## src/rtl/fetch_stage.sv

```systemverilog
// fetch_stage: instruction-fetch stage of the 8-bit pipelined CPU.
//
// Drives the byte-wide memory read address from the PC and assembles 1- or
// 2-byte instructions into the IF/ID register. An opcode whose upper nibble
// equals LONG_OP carries one immediate byte, fetched on the following cycle.
//
// Ports:
//   clk         rising-edge clock
//   rstn        asynchronous active-low reset
//   stall       decode cannot accept; all fetch state freezes
//   flush       redirect from execute; wins over stall and mem_busy
//   flush_pc    redirect target, sampled while flush=1
//   mem_busy    data stage owns the memory port; mem_rdata is not consumed
//   mem_addr    read address (combinational copy of the PC register)
//   mem_rdata   same-cycle read data for mem_addr
//   if_valid    IF/ID holds a real instruction
//   if_instr    opcode byte
//   if_imm      immediate byte, 8'h00 for 1-byte instructions
//   if_pc       address of the opcode byte
//   if_pc_next  address following the whole instruction
module fetch_stage #(
  parameter int                ADDR_W   = 8,
  parameter logic [ADDR_W-1:0] RESET_PC = '0,
  parameter logic [3:0]        LONG_OP  = 4'hC
) (
  input  logic              clk,
  input  logic              rstn,
  input  logic              stall,
  input  logic              flush,
  input  logic [ADDR_W-1:0] flush_pc,
  input  logic              mem_busy,
  output logic [ADDR_W-1:0] mem_addr,
  input  logic [7:0]        mem_rdata,
  output logic              if_valid,
  output logic [7:0]        if_instr,
  output logic [7:0]        if_imm,
  output logic [ADDR_W-1:0] if_pc,
  output logic [ADDR_W-1:0] if_pc_next
);

  typedef enum logic {S_OP, S_IMM} state_t;

  state_t            state_q, state_d;
  logic [ADDR_W-1:0] pc_q, pc_d;
  logic [7:0]        op_hold_q, op_hold_d;
  logic [ADDR_W-1:0] op_pc_q, op_pc_d;
  logic              vld_d;
  logic [7:0]        instr_d, imm_d;
  logic [ADDR_W-1:0] ipc_d, ipc_next_d;
  logic [ADDR_W-1:0] pc_inc;

  // PC arithmetic wraps naturally at the address width.
  assign pc_inc   = pc_q + ADDR_W'(1);
  assign mem_addr = pc_q;

  always_comb begin
    state_d    = state_q;
    pc_d       = pc_q;
    op_hold_d  = op_hold_q;
    op_pc_d    = op_pc_q;
    vld_d      = if_valid;
    instr_d    = if_instr;
    imm_d      = if_imm;
    ipc_d      = if_pc;
    ipc_next_d = if_pc_next;

    if (flush) begin
      // Redirect drops any half-assembled 2-byte instruction.
      pc_d    = flush_pc;
      state_d = S_OP;
      vld_d   = 1'b0;
    end else if (stall) begin
      // Hold everything.
    end else if (mem_busy) begin
      // Port is taken: insert a bubble without advancing.
      vld_d = 1'b0;
    end else begin
      case (state_q)
        S_OP: begin
          pc_d = pc_inc;
          if (mem_rdata[7:4] != LONG_OP) begin
            vld_d      = 1'b1;
            instr_d    = mem_rdata;
            imm_d      = 8'h00;
            ipc_d      = pc_q;
            ipc_next_d = pc_inc;
          end else begin
            op_hold_d = mem_rdata;
            op_pc_d   = pc_q;
            vld_d     = 1'b0;
            state_d   = S_IMM;
          end
        end
        S_IMM: begin
          vld_d      = 1'b1;
          instr_d    = op_hold_q;
          imm_d      = mem_rdata;
          ipc_d      = op_pc_q;
          ipc_next_d = pc_inc;
          pc_d       = pc_inc;
          state_d    = S_OP;
        end
        default: state_d = S_OP;
      endcase
    end
  end

  // IF/ID register boundary
  always_ff @(posedge clk or negedge rstn) begin
    if (!rstn) begin
      state_q    <= S_OP;
      pc_q       <= RESET_PC;
      op_hold_q  <= 8'h00;
      op_pc_q    <= '0;
      if_valid   <= 1'b0;
      if_instr   <= 8'h00;
      if_imm     <= 8'h00;
      if_pc      <= '0;
      if_pc_next <= '0;
    end else begin
      state_q    <= state_d;
      pc_q       <= pc_d;
      op_hold_q  <= op_hold_d;
      op_pc_q    <= op_pc_d;
      if_valid   <= vld_d;
      if_instr   <= instr_d;
      if_imm     <= imm_d;
      if_pc      <= ipc_d;
      if_pc_next <= ipc_next_d;
    end
  end

endmodule
```

## config.mk

```make
export PLATFORM = sky130hd
export DESIGN_NAME = fetch_stage
export DESIGN_NICKNAME = d
export VERILOG_FILES = /design/src/rtl/fetch_stage.sv
export SDC_FILE = /design/constraint.sdc
export NUM_CORES = 1
export LEC_CHECK = 0
export ABC_CLOCK_PERIOD_IN_PS = 5000
export CAP_MARGIN = 20
export CORE_ASPECT_RATIO = 1.4
export CORE_MARGIN = 1
export CORE_UTILIZATION = 37
export DETAILED_ROUTE_END_ITERATION = 7
export GPL_ROUTABILITY_DRIVEN = 0
export GPL_TIMING_DRIVEN = 0
export PLACE_DENSITY = 0.71
export SLEW_MARGIN = 5
export SYNTH_ARGS = -nofsm -noshare
export SYNTH_HDL_FRONTEND = slang
export SYNTH_SLANG_ARGS = --single-unit
```

## constraint.sdc

```tcl
create_clock -name clk -period 5 [get_ports clk]
set_input_delay 1 -clock clk [delete_from_list [all_inputs] [get_ports clk]]
set_output_delay 1 -clock clk [all_outputs]
set_load 0.05 [all_outputs]
```

==> metrics.yaml <==
timing:
  fmax_mhz: 368
  hold_viol: 0
  skew_ns: 0.00750
  relSlewSlack_pct: 47.8
  maxSlewViolCount: 0
  setup_tns_ns: 0
  rsz0062_at_grt: "false"
  tightest_slew_ns: 0.784
  post-route-period-util_pct: 54.4
  layout_min_cycle_time_ns: 2.72
  setup_viol: 0
worst_setup_path:
  slowest_delay_ns: 0.86
  r2r_start: "state_q"
  critPathCaptureType: "primary output"
  r2r-end: "op_hold_q[0]"
  cp.required_ns: 4.00
  cp.depth: 1
  slowest_stage: "clkdlybuf4s50_1"
  worstRegToRegCells: 6
  worstSetupPathType: "flop to primary output"
  cp_top_family: "buffers and inverters"
  arrival_ns: 1.72
  cp_cell_sequence: "clkdlybuf4s50_1"
  cp_num_buf_inv: 1
  critPathLaunchType: "flop"
  crit_fanout: 7
  rrSetupSlack_ns: 3.24
clock_network:
  cts_setup_buffers: 0
  post_cts_resized: 0
  cts_sinks: 58
  insertion_delay_ns: 0.33
  clockBufferDepth: 2
  cts_tree: "done"
  numCtsBuffers: 9
  root_buffer: "clkbuf_8"
  clk_pin_slew_ns: 0.07
  postCtsHoldBufs: 0
  h-tree-depth: 3
synth:
  syn_nets: 258
  synth_top_family_by_area: "simple AND/OR/NAND/NOR gates"
  async_flop_share_pct: 100
  synth_ff_type: "dfrtp_1"
  synth-edff-count: 0
  postSynthAreaPerCell_um2: 10.9
  synthSimpleGateAreaFrac_pct: 15.1
  synthXorXnorAreaFrac_pct: 4.44
  ys_warn_count: 0
  synth_seq_cells: 58
  syn_area_mm2: 0.00256
  yosysUniqueCellTypes: 29
  synth_cells: 236
  synthMuxAreaShare_pct: 12.8
  synth_fa_ha_area_share_pct: 0.488
  synth-compound-area-share_pct: 7.41
  ys_seq_area_share_pct: 56.6
route:
  drc: 0
  avgViaCountPerCell: 4.69
  drt-initial-drc-count: 125
  drt_first_pass_iters: 4
  drt-wirelength-per-cell_um: 14.2
  finalWirelength_um: 5750
  ant_nets: 0
  vias: 1899
final_layout:
  final_cell_mix: "60 x clkdlybuf4s50_1, 58 x dfrtp_1, 55 x nand2_1"
  fin_area_mm2: 0.00350
  drive_gt1_share_pct: 13.7
  instances_no_fill: 405
  layout_commonest_cell: "clkdlybuf4s50_1"
  nets: 331
  antennaDiodeCount: 0
  synthToLayoutAreaGrowth_pct: 36.4
placed_design:
  dp_cells: 390
  placed_area_mm2: 0.00331
  io_buffers: 61
  dp_hpwl_um: 4140
global_route:
  antenna_found_initial: 0
  grt_first_pass_wirelength_um: 9720
  grt_use_total_pct: 17.9
  grt.overflow.total: 0
  grt_start_max_net_pins: 32
  grt_pass1_vias: 1874
worst_hold_path:
  min_to: "if_imm[4]"
  hold_class: "flop to flop"
  hold_depth: 2
  hp-start: "if_imm[4]"
flow_run:
  maxCapViolations: 0
floorplanning:
  num_rows: 35
  core_area_mm2: 0.00666
  start_util_pct: 38.5
  die_w_um: 72.4
  dieArea_mm2: 0.00727
  die_y_um: 101
  ios: 62
pwr:
  powerDensity_mw_per_mm2: 391
  p_leak_nw: 1.55
  ir_drop_uv: 157
run_status:
  status: "finished clean"
==> synth_stat cells (2+ instances only) <==
library cell	n	share of area [%]
dfrtp_1	58	57
nand2_1	55	8.0
o21ai_0	31	6.0
mux2i_1	17	6.6
nand3_1	11	2.1
buf_2	8	1.6
xnor2_1	8	2.7
mux2_2	6	2.6
mux2_4	6	3.5
nor2_1	6	0.88
xor2_1	5	1.7
clkbuf_1	4	0.59
and2_1	2	0.49
buf_6	2	0.88
nand2b_1	2	0.49
nor3_1	2	0.39
==> kinds of logic (layout without fill, tap and decap cells) <==
logic type | count (synthesis) | in the layout
buffers and inverters | 15 | 92
and+or+nand+nor | 85 | 85
adders and majority gates | 1 | 1
muxes | 29 | 29
AOI/OAI and AO/OA | 35 | 35
xor gates and xnor gates | 13 | 13
DFF | 58 | 58
==> per-layer routing <==
layer / global-route usage, % / up-vias / part of all wire, %
li1: - / 940 / -
met1: 23.7 / 915 / 44
met2: 27.8 / 38 / 51
met3: 3.90 / 6 / 3.0
met4: 8.30 / 0 / 1.7
met5: 0 / - / 0
==> state kept, by name (all words and copies together) (netlist names) <==
name and count:
state_q 1, op_hold_q 8, if_instr 8, op_pc_q 8
if_valid 1, mem_addr 8, if_pc_next 8, if_pc 8
if_imm 8
==> worst reg2reg max path: stages (launching register included) <==
cell and delay, ns:
dfrtp_1 0.37, buf_6 0.15, nor4b_4 0.34, and2_4 0.23
nand2_4 0.09, buf_6 0.17, mux2_4 0.30
==> cell type report <==
type	count	area [µm²]
fillers	649	3160
flip-flops and latches	58	1450
multi-input cells	163	1030
repair buffers	62	626
clock buffers	10	138
well taps	92	115
plain buffers	15	81.3
clock inverters	5	55.1
==> how the worst max path moves through the flow <==
stage               slack, ns             to         from
floorplan                2.79  if_pc_next[0]     mem_busy
global placement         1.14    mem_addr[6]         rstn
detailed placement       2.20      if_imm[4]        stall
CTS                      2.26    mem_addr[4]  mem_addr[4]
global route             2.23    mem_addr[0]  mem_addr[0]
finish                   2.28    mem_addr[4]  mem_addr[4]
==> per-stage QoR <==
step / setup WS (ns) / hold slack, ns / total power (W) / utilization (%)
after global placement: 1.14 / 0.449 / 0.000954 / 49.4
final: 2.28 / 0.467 / 0.00137 / 52.6
after floorplan: 2.79 / 0.434 / 0.000811 / -
after detailed placement: 2.20 / 0.455 / 0.000961 / 49.7
after global routing: 2.23 / 0.492 / 0.00143 / 52.6
after CTS: 2.26 / 0.470 / 0.00138 / 52.6
==> power by group <==
part | switching, W | leakage, nW | internal (W)
logic | 0.000243 | 0.704 | 0.000136
clock network | 0.000179 | 0.0941 | 0.000239
registers | 0.0000417 | 0.753 | 0.000530
No activity file was read; power rests on OpenSTA's default activity.
